`src/rtl/gpio_bus_arbiter_pkg.sv`:
```
// Shared types and constants for the two-requester GPIO bus arbiter.
package gpio_arb_pkg;

  typedef enum logic [1:0] {
    IDLE   = 2'd0,
    ACCESS = 2'd1,
    DONE   = 2'd2
  } state_t;

  // Round-robin pointer after reset: "last granted" = m1, so m0 wins first.
  localparam logic RR_RESET_LAST = 1'b1;

  localparam int AW_DEF = 32;
  localparam int DW_DEF = 32;

endpackage

```
`src/rtl/gpio_bus_arbiter_if.sv`:
```
// Bus bundle between the two requesters, the arbiter and the GPIO slave.
// modport master: the arbiter's view (it masters the GPIO slave bus).
// modport slave:  the environment's view (requesters plus GPIO slave).
interface gpio_bus_arbiter_if #(
  parameter int AW = 32,
  parameter int DW = 32
);
  logic          m0_req;
  logic          m0_wr;
  logic [AW-1:0] m0_addr;
  logic [DW-1:0] m0_wdata;
  logic          m0_ack;
  logic [DW-1:0] m0_rdata;

  logic          m1_req;
  logic          m1_wr;
  logic [AW-1:0] m1_addr;
  logic [DW-1:0] m1_wdata;
  logic          m1_ack;
  logic [DW-1:0] m1_rdata;

  logic          s_cs;
  logic          s_wr;
  logic [AW-1:0] s_addr;
  logic [DW-1:0] s_wdata;
  logic [DW-1:0] s_rdata;

  modport master (
    input  m0_req, m0_wr, m0_addr, m0_wdata,
    input  m1_req, m1_wr, m1_addr, m1_wdata,
    output m0_ack, m0_rdata, m1_ack, m1_rdata,
    output s_cs, s_wr, s_addr, s_wdata,
    input  s_rdata
  );

  modport slave (
    output m0_req, m0_wr, m0_addr, m0_wdata,
    output m1_req, m1_wr, m1_addr, m1_wdata,
    input  m0_ack, m0_rdata, m1_ack, m1_rdata,
    input  s_cs, s_wr, s_addr, s_wdata,
    output s_rdata
  );

endinterface

```
`src/rtl/gpio_bus_arbiter_rr_pick2.sv`:
```
// Combinational two-way round-robin picker.
module rr_pick2 (
  input  logic [1:0] req,
  input  logic       last,
  output logic       gnt_valid,
  output logic       gnt_idx
);

  // Lone requester wins; on contention the one not granted last time wins.
  always_comb begin
    gnt_valid = |req;
    gnt_idx   = 1'b0;
    case (req)
      2'b01:   gnt_idx = 1'b0;
      2'b10:   gnt_idx = 1'b1;
      2'b11:   gnt_idx = ~last;
      default: gnt_idx = 1'b0;
    endcase
  end

endmodule

```
`src/rtl/gpio_bus_arbiter.sv`:
```
// Round-robin arbiter sharing one GPIO slave between two requesters.
// Each transaction: IDLE (grant + latch) -> ACCESS (one slave cycle) -> DONE (ack).
module gpio_bus_arbiter
  import gpio_arb_pkg::*;
#(
  parameter int AW = AW_DEF,
  parameter int DW = DW_DEF
) (
  input  logic                clk,
  input  logic                reset,
  gpio_bus_arbiter_if.master  bus
);

  state_t        state, state_nxt;
  logic          last;
  logic          gnt_idx;
  logic          lat_wr;
  logic [AW-1:0] lat_addr;
  logic [DW-1:0] lat_wdata;
  logic [DW-1:0] rdata0, rdata1;

  logic          pick_valid;
  logic          pick_idx;
  logic          grant;

  rr_pick2 u_pick (
    .req       ({bus.m1_req, bus.m0_req}),
    .last      (last),
    .gnt_valid (pick_valid),
    .gnt_idx   (pick_idx)
  );

  assign grant = (state == IDLE) && pick_valid;

  // State register.
  always_ff @(posedge clk) begin
    if (reset) state <= IDLE;
    else       state <= state_nxt;
  end

  // Next state: one ACCESS cycle and one DONE cycle per grant.
  always_comb begin
    state_nxt = state;
    case (state)
      IDLE:    if (pick_valid) state_nxt = ACCESS;
      ACCESS:  state_nxt = DONE;
      DONE:    state_nxt = IDLE;
      default: state_nxt = IDLE;
    endcase
  end

  // Latch the winner's request at the grant; later requester changes are ignored.
  always_ff @(posedge clk) begin
    if (reset) begin
      last      <= RR_RESET_LAST;
      gnt_idx   <= 1'b0;
      lat_wr    <= 1'b0;
      lat_addr  <= '0;
      lat_wdata <= '0;
    end else if (grant) begin
      last      <= pick_idx;
      gnt_idx   <= pick_idx;
      lat_wr    <= pick_idx ? bus.m1_wr    : bus.m0_wr;
      lat_addr  <= pick_idx ? bus.m1_addr  : bus.m0_addr;
      lat_wdata <= pick_idx ? bus.m1_wdata : bus.m0_wdata;
    end
  end

  // Capture slave read data at the end of ACCESS into the granted requester's register.
  always_ff @(posedge clk) begin
    if (reset) begin
      rdata0 <= '0;
      rdata1 <= '0;
    end else if (state == ACCESS && !lat_wr) begin
      if (gnt_idx) rdata1 <= bus.s_rdata;
      else         rdata0 <= bus.s_rdata;
    end
  end

  // Slave strobes only in ACCESS; address/data hold the latched values.
  // Acks are masked by reset so a transaction killed in DONE never acks.
  always_comb begin
    bus.s_cs     = (state == ACCESS);
    bus.s_wr     = (state == ACCESS) && lat_wr;
    bus.s_addr   = lat_addr;
    bus.s_wdata  = lat_wdata;
    bus.m0_ack   = (state == DONE) && !gnt_idx && !reset;
    bus.m1_ack   = (state == DONE) &&  gnt_idx && !reset;
    bus.m0_rdata = rdata0;
    bus.m1_rdata = rdata1;
  end

endmodule

```
`src/flat_wrapper.sv`:
```
// flat-port wrapper written by rule: the top's interface ports become plain ports
module gpio_bus_arbiter_flat import gpio_arb_pkg::*;
#(
  parameter int AW = AW_DEF,
  parameter int DW = DW_DEF
)
  (clk, reset, bus_m0_req, bus_m0_wr, bus_m0_addr, bus_m0_wdata, bus_m1_req, bus_m1_wr, bus_m1_addr, bus_m1_wdata, bus_m0_ack, bus_m0_rdata, bus_m1_ack, bus_m1_rdata, bus_s_cs, bus_s_wr, bus_s_addr, bus_s_wdata, bus_s_rdata);
  gpio_bus_arbiter_if #(.AW(AW), .DW(DW)) bus_i ();
  input  logic clk;
  input  logic reset;
  input wire logic [$bits(bus_i.m0_req)-1:0] bus_m0_req;
  input wire logic [$bits(bus_i.m0_wr)-1:0] bus_m0_wr;
  input wire logic [$bits(bus_i.m0_addr)-1:0] bus_m0_addr;
  input wire logic [$bits(bus_i.m0_wdata)-1:0] bus_m0_wdata;
  input wire logic [$bits(bus_i.m1_req)-1:0] bus_m1_req;
  input wire logic [$bits(bus_i.m1_wr)-1:0] bus_m1_wr;
  input wire logic [$bits(bus_i.m1_addr)-1:0] bus_m1_addr;
  input wire logic [$bits(bus_i.m1_wdata)-1:0] bus_m1_wdata;
  output wire logic [$bits(bus_i.m0_ack)-1:0] bus_m0_ack;
  output wire logic [$bits(bus_i.m0_rdata)-1:0] bus_m0_rdata;
  output wire logic [$bits(bus_i.m1_ack)-1:0] bus_m1_ack;
  output wire logic [$bits(bus_i.m1_rdata)-1:0] bus_m1_rdata;
  output wire logic [$bits(bus_i.s_cs)-1:0] bus_s_cs;
  output wire logic [$bits(bus_i.s_wr)-1:0] bus_s_wr;
  output wire logic [$bits(bus_i.s_addr)-1:0] bus_s_addr;
  output wire logic [$bits(bus_i.s_wdata)-1:0] bus_s_wdata;
  input wire logic [$bits(bus_i.s_rdata)-1:0] bus_s_rdata;
  assign bus_i.m0_req = bus_m0_req;
  assign bus_i.m0_wr = bus_m0_wr;
  assign bus_i.m0_addr = bus_m0_addr;
  assign bus_i.m0_wdata = bus_m0_wdata;
  assign bus_i.m1_req = bus_m1_req;
  assign bus_i.m1_wr = bus_m1_wr;
  assign bus_i.m1_addr = bus_m1_addr;
  assign bus_i.m1_wdata = bus_m1_wdata;
  assign bus_m0_ack = bus_i.m0_ack;
  assign bus_m0_rdata = bus_i.m0_rdata;
  assign bus_m1_ack = bus_i.m1_ack;
  assign bus_m1_rdata = bus_i.m1_rdata;
  assign bus_s_cs = bus_i.s_cs;
  assign bus_s_wr = bus_i.s_wr;
  assign bus_s_addr = bus_i.s_addr;
  assign bus_s_wdata = bus_i.s_wdata;
  assign bus_i.s_rdata = bus_s_rdata;
  gpio_bus_arbiter #(.AW(AW), .DW(DW)) u_core (.clk(clk), .reset(reset), .bus(bus_i));
endmodule
```
`config.mk`:
```
export PLATFORM = sky130hd
export DESIGN_NAME = gpio_bus_arbiter_flat
export DESIGN_NICKNAME = d
export VERILOG_FILES = /design/src/rtl/gpio_bus_arbiter_pkg.sv /design/src/rtl/gpio_bus_arbiter_if.sv /design/src/rtl/gpio_bus_arbiter_rr_pick2.sv /design/src/rtl/gpio_bus_arbiter.sv /design/src/flat_wrapper.sv
export SDC_FILE = /design/constraint.sdc
export NUM_CORES = 1
export LEC_CHECK = 0
export CORE_MARGIN = 1
export CORE_UTILIZATION = 42
export CTS_CLUSTER_DIAMETER = 30
export CTS_CLUSTER_SIZE = 12
export DETAILED_ROUTE_END_ITERATION = 10
export HOLD_SLACK_MARGIN = 0.12
export PLACE_DENSITY = 0.82
export SETUP_SLACK_MARGIN = 0.3
export SKIP_LAST_GASP = 1
export SYNTH_ARGS = -nofsm -noshare
export SYNTH_HDL_FRONTEND = slang
export SYNTH_SLANG_ARGS = --single-unit
```
`constraint.sdc`:
```
create_clock -name clk -period 2.52 [get_ports clk]
set_input_delay 0.504 -clock clk [delete_from_list [all_inputs] [get_ports clk]]
set_output_delay 0.504 -clock clk [all_outputs]
set_load 0.02 [all_outputs]
```
==> results.py, run 1 <==
metrics = {
    "run_status": {
        "status": "finished clean",
    },
    "setup_path": {
        "cp.required_ns": 2.02,
        "cpPeakStageDelay_ns": 0.43,
        "end_kind": "output pin",
        "arrival_ns": 1.61,
        "worst-setup-path-type": "reg2out",
        "path_max_fanout": 8,
        "cp_slowest_cell": "dfxtp_2",
        "reg2reg_depth": 4,
        "crit_chain": "nor4bb_2 > dlygate4sd2_1",
        "worstSetupStartpointType": "flop",
    },
    "synth": {
        "syn_inst": 672,
        "ys_warn_count": 0,
        "synth_area_leaders": "dfxtp_1 (48%), nand2_1 (18%), a21oi_1 (12%), a311oi_2 (8.1%), a311oi_1 (5.5%)",
        "synth_top_area_cell": "dfxtp_1",
        "ys_types": 25,
        "synth_area_per_cell_sq_um": 8.237,
        "ys_ff_latch": 133,
        "syn_nets": 838,
        "netlist_area_sq_um": 5535,
        "yosysTopAreaCellShare": 0.4810,
        "yosys_most_used_dff": "dfxtp_1",
        "async_flop_share": 0,
        "synth_seq_area_share": 0.4810,
        "synth_edf_count": 0,
        "yosysMostFrequentCell": "nand2_1",
        "synthTopCellsByCount": "nand2_1 (259), dfxtp_1 (133), a21oi_1 (131), a311oi_1 (35), a311oi_2 (30)",
    },
    "timing": {
        "hold_viol": 0,
        "setup_violations": 0,
        "min_period_ns": 2.116,
        "finClkSkew_ns": 0.006756,
        "period_share": 0.8397,
        "rsz0062_at_grt": "false",
        "fmax_mhz": 472.6,
        "relSlewSlack": 0.3449,
        "tns_ns": 0,
        "tightestPinTransition_ns": 0.9827,
        "slew_violations": 0,
    },
    "pwr": {
        "p_sw_uw": 1765,
        "pwr-share-comb": 0.224,
        "swShare": 0.2757,
        "leakagePower_uw": 0.003308,
        "internal_power_uw": 4636,
        "p_seq_frac": 0.371,
        "irDropWorstVdd_mv": 0.3954,
        "clockPowerShare": 0.405,
        "p_per_area_nw_per_um2": 696.9,
    },
    "cts": {
        "cts_tree": "done",
        "clk_pin_slew_ns": 0.06,
        "cts-root-buf": "clkbuf_16",
        "clock-sinks": 133,
        "cts_setup_buffers": 0,
        "cts_hold_buf": 0,
        "cts.path.max_buffers": 2,
        "cts-htree-levels": 4,
        "clock_latency_ns": 0.42,
        "cts_buffers": 17,
        "cts_resized": 8,
    },
    "hold_path": {
        "hold_path.class": "reg2reg",
        "holdPathStages": 2,
    },
    "place": {
        "gp_congestion": 0.8421,
        "dp_hpwl_um": 12970,
        "port_buffers": 297,
    },
    "detailed_routing": {
        "wl_um": 19120,
        "vias": 5895,
        "ant_nets": 0,
        "routedWlPerCell_um": 17.11,
        "drtIter0Drc": 445,
        "drt_pass1_iterations": 4,
        "drcViolationCount": 0,
        "drt-vias-per-instance": 5.273,
    },
    "final_layout": {
        "fin_nets": 1099,
        "drive_above_1_share": 0.09091,
        "diodes": 0,
        "syn_to_final_growth_pct": 65.94,
        "fin_util": 0.7220,
    },
    "die": {
        "pin_count": 298,
        "fp.dieH_um": 116.8,
        "start_util": 0.4351,
        "die_w_um": 116.8,
        "die_area_sq_um": 13640,
        "rows": 41,
        "coreArea_sq_um": 12720,
    },
    "global_routing": {
        "grt_max_degree": 76,
        "antenna_found_initial": 0,
        "grt_remaining_overflow": 0,
        "grt_usage": 0.2806,
        "grt_pass1_vias": 5659,
        "grt_pass1_wl_um": 28870,
    },
    "flow_run": {
        "maxCapViolations": 0,
    },
}
[power groups by stage]
stage	logic (uW)	registers [uW]	clock network [uW]
floorplan	534	2600	0
global placement	1420	2410	0
detailed placement	1440	2410	0
CTS	1440	2370	2630
global route	1530	2390	2730
finish	1440	2370	2590
[worst paths after layout]
kind         slack [ns]                                 start                                   end
max                0.40          u_core.state[1]$_SDFFE_PP0P_                            bus_m1_ack
min                0.45  u_core.bus.m0_rdata[22]$_SDFFE_PP0P_  u_core.bus.m0_rdata[22]$_SDFFE_PP0P_
max reg2reg        0.78          u_core.state[1]$_SDFFE_PP0P_    u_core.bus.s_wdata[4]$_SDFFE_PP0P_
min reg2reg        0.45  u_core.bus.m0_rdata[22]$_SDFFE_PP0P_  u_core.bus.m0_rdata[22]$_SDFFE_PP0P_
[per-stage QoR]
| stage | instances | total power (uW) | setup slack [ns] | instance area [sq um] | hold WS (ns) |
|---|---|---|---|---|---|
| 6_report | 1118 | 6401 | 0.4041 | 9185 | 0.4532 |
| 3_5_place_dp | 1086 | 3848 | 0.09380 | 8546 | 0.4457 |
| 2_1_floorplan | 672 | 3131 | 0.4037 | 5535 | 0.5178 |
| 3_3_place_gp | 1086 | 3830 | 0.1558 | 8546 | 0.4406 |
| 5_1_grt | 1118 | 6656 | 0.3468 | 9185 | 0.4679 |
| 4_1_cts | 1118 | 6443 | 0.3861 | 9185 | 0.4537 |
[flip-flops by register name, summed over array words and instances, names as in the netlist]
register / cells
u_core.bus.m0_rdata: 32
u_core.bus.s_wdata: 32
u_core.last: 1
u_core.lat_wr: 1
u_core.bus.m1_rdata: 32
u_core.bus.s_addr: 32
u_core.state: 2
u_core.gnt_idx: 1
[cell families after synthesis]
group                  Yosys count  synth area share
AND/OR/NAND/NOR                273            0.1973
AO/OA/AOI/OAI                  200            0.2615
flip-flops                     133            0.4810
buffers and inverters           66           0.06012
[layer usage]
| layer | vias to the layer above | part of all wire | track usage |
|---|---|---|---|
| met1 | 2726 | 0.36 | 0.3072 |
| met4 | 0 | 0.037 | 0.1502 |
| met2 | 276 | 0.50 | 0.4746 |
| li1 | 2851 | - | - |
| met3 | 42 | 0.098 | 0.1035 |
| met5 | - | 0 | 0 |
[critical path, delay by kind of cell, from the launching register on]
family	cells	cell delay (ns)
flip-flops	1	0.43
AND/OR/NAND/NOR	1	0.38
buffers and inverters	1	0.39
[final cells by class]
cell class | instances | area (sq um)
Clock buffer | 21 | 480.5
Tap cell | 172 | 215.2
Fill cell | 1030 | 3537
Clock inverter | 11 | 148.9
Multi-Input combinational cell | 473 | 2577
Timing Repair Buffer | 308 | 3098
Sequential cell | 133 | 2665
[cells in the final DEF, fill, tap and decap left out, drive strengths merged]
master,n
clkdlybuf4s50,292
nand2,259
dfxtp,133
a21oi,131
a311oi,65
clkbuf,21
buf,12
clkinv,5
dlygate4sd2,4
nor2b,3
bufinv,3
clkinvlp,3
a21bo,2
and2,2
nor4b,2
nor4bb,1
and4bb,1
nand4bb,1
or4b,1
nor2,1
or2,1
a21boi,1
and3,1
o21bai,1
No activity file was read; power rests on OpenSTA's default activity.
==> inputs of run 2 (changes only) <==
--- a/config.mk
+++ b/config.mk
@@ -6,12 +6,12 @@
 export NUM_CORES = 1
 export LEC_CHECK = 0
 export CORE_MARGIN = 1
-export CORE_UTILIZATION = 42
+export CORE_UTILIZATION = 35
 export CTS_CLUSTER_DIAMETER = 30
 export CTS_CLUSTER_SIZE = 12
 export DETAILED_ROUTE_END_ITERATION = 10
 export HOLD_SLACK_MARGIN = 0.12
-export PLACE_DENSITY = 0.82
+export PLACE_DENSITY = 0.73
 export SETUP_SLACK_MARGIN = 0.3
 export SKIP_LAST_GASP = 1
 export SYNTH_ARGS = -nofsm -noshare
==> constraint.sdc (replaced) <==
create_clock -name clk -period 1.86 [get_ports clk]
set_input_delay 0.372 -clock clk [delete_from_list [all_inputs] [get_ports clk]]
set_output_delay 0.372 -clock clk [all_outputs]
set_load 0.02 [all_outputs]
==> run 2 against run 1 <==
  * Sequential power up 35%
  * Worst setup slack worse by 0.23 ns
  * Routed wire length up 2.0%
  * Core utilization down 9.7 points
  * Sequential cell count unchanged
  * Critical path type unchanged
  * Largest cell class unchanged
  * Largest power group unchanged
==> results.py, run 2 (synthesis results as in run 1) <==
metrics = {
    "run_status": {
        "status": "finished clean",
    },
    "cts": {
        "cts_tree": "done",
        "cts_hold_buf": 0,
        "cts-root-buf": "clkbuf_16",
        "clock-sinks": 133,
        "cts-htree-levels": 4,
        "cts.path.max_buffers": 2,
        "cts_buffers": 17,
        "clk_pin_slew_ns": 0.06,
        "clock_latency_ns": 0.42,
    },
    "timing": {
        "setup_violations": 0,
        "relSlewSlack": 0.3883,
        "tightestPinTransition_ns": 0.9176,
        "rsz0062_at_grt": "true",
        "fmax_mhz": 592.0,
        "finClkSkew_ns": 0.008201,
        "hold_viol": 0,
        "min_period_ns": 1.689,
        "period_share": 0.9082,
        "finalWorstSetupSlack_ns": 0.1707,
        "slew_violations": 0,
    },
    "hold_path": {
        "holdPathEnd": "u_core.bus.m0_rdata[0]$_SDFFE_PP0P_",
        "worstHoldStart": "u_core.bus.m0_rdata[0]$_SDFFE_PP0P_",
        "hold_path.class": "reg2reg",
        "holdPathStages": 2,
    },
    "setup_path": {
        "end_kind": "output pin",
        "path_max_fanout": 3,
        "cp.required_ns": 1.49,
        "rr_endpoint": "u_core.bus.m0_rdata[9]$_SDFFE_PP0P_",
        "reg2reg_depth": 6,
        "arrival_ns": 1.32,
        "worstSetupStartpointType": "flop",
        "worst-r2r-setup-slack_ns": 0.20,
        "rr_startpoint": "u_core.state[1]$_SDFFE_PP0P_",
        "worst-setup-path-type": "reg2out",
    },
    "final_layout": {
        "final_common_cell": "nand2_1",
        "instances_no_fill": 1185,
        "fin_util": 0.6249,
        "multi_input_area_sq_um": 2615,
        "seq_area_sq_um": 2674,
        "fillers": 1348,
        "drive_above_1_share": 0.1263,
        "diodes": 0,
        "fin_nets": 1127,
        "layout_common_cells": "nand2_1 (259), clkdlybuf4s50_1 (164), a21oi_1 (131), dfxtp_1 (130), dlygate4sd2_1 (126)",
        "syn_to_final_growth_pct": 72.90,
    },
    "detailed_routing": {
        "routedWlPerCell_um": 16.46,
        "wl_um": 19510,
        "drtIter0Drc": 245,
        "drcViolationCount": 0,
        "met1_length_um": 7604,
        "routed.top_layer": "met4",
        "wl_met2_um": 9694,
        "drt_pass1_iterations": 5,
        "ant_nets": 0,
        "vias": 5913,
        "wl_met3_um": 1571,
        "drt-vias-per-instance": 4.990,
    },
    "global_routing": {
        "antenna_found_initial": 0,
        "grt_pass1_vias": 5764,
        "grt_max_degree": 70,
        "grt_pass1_wl_um": 29890,
        "grt_remaining_overflow": 0,
        "grt_usage": 0.2373,
    },
    "place": {
        "place_ws_ns": -0.07829,
        "post-place-cells": 1140,
        "port_buffers": 297,
        "gp_congestion": 0.8320,
        "dp_hpwl_um": 13070,
    },
    "die": {
        "die_w_um": 127.8,
        "pin_count": 298,
        "start_util": 0.3614,
        "rows": 45,
        "coreArea_sq_um": 15310,
        "die_area_sq_um": 16320,
        "fp.dieH_um": 127.8,
    },
    "pwr": {
        "p_total_uw": 8821,
        "leakagePower_uw": 0.004048,
        "p_per_area_nw_per_um2": 921.7,
        "irDropWorstVdd_mv": 0.6710,
    },
    "flow_run": {
        "maxCapViolations": 0,
    },
}
[run 2: critical path, stage by stage, from the launching register on]
cell      delay [ns]
dfxtp_4         0.37
nor4bb_4        0.34
buf_4           0.20
[run 2: final cells by class]
class / instances / area share
clock inverter: 13 / 0.01870
clock buffer: 19 / 0.04733
sequential: 133 / 0.2794
timing repair buffer: 336 / 0.3538
tap: 211 / 0.02759
multi-input combinational: 473 / 0.2732
[run 2: metrics by stage]
step / instance area [sq um] / hold WS (ns) / setup TNS, ns
after floorplan: 5548 / 0.5080 / 0
after global placement: 8807 / 0.4410 / -0.3222
after detailed placement: 8807 / 0.4461 / -1.640
after CTS: 9415 / 0.4515 / 0
after global routing: 9570 / 0.4625 / 0
final: 9570 / 0.4487 / 0
[run 2: worst max-delay path by stage]
| stage | startpoint | endpoint | slack [ns] |
|---|---|---|---|
| CTS | u_core.state[1]$_SDFFE_PP0P_ | bus_m1_ack | 0.14 |
| global placement | reset | bus_m1_ack | -0.07 |
| finish | u_core.gnt_idx$_SDFFE_PP0P_ | bus_m1_ack | 0.17 |
| global route | u_core.gnt_idx$_SDFFE_PP0P_ | bus_m1_ack | 0.10 |
| detailed placement | bus_m1_req | u_core.bus.s_addr[17]$_SDFFE_PP0P_ | -0.08 |
| floorplan | reset | bus_m0_ack | 0.27 |
[run 2: layer usage]
metal	vias to the layer above	track usage
li1	2906	-
met1	2715	0.2599
met2	250	0.4121
met3	42	0.08013
met4	0	0.1128
met5	-	0
[run 2: where the power goes]
| group | leakage [uW] | total [uW] | switching, uW | internal, uW |
|---|---|---|---|---|
| clock | 0.000313 | 3580 | 1270 | 2310 |
| combinational | 0.00264 | 2040 | 1050 | 990 |
| sequential | 0.00109 | 3200 | 126 | 3080 |
| total | 0.00405 | 8820 | 2440 | 6380 |
[run 2: timing repair]
action | 4_1_cts | 5_1_grt
pin swaps | 2 | 8
buffers inserted | 3 | 4
cloned | 2 | 4
setup endpoints to repair | 164 | 90
gates resized for setup | 167 | 8
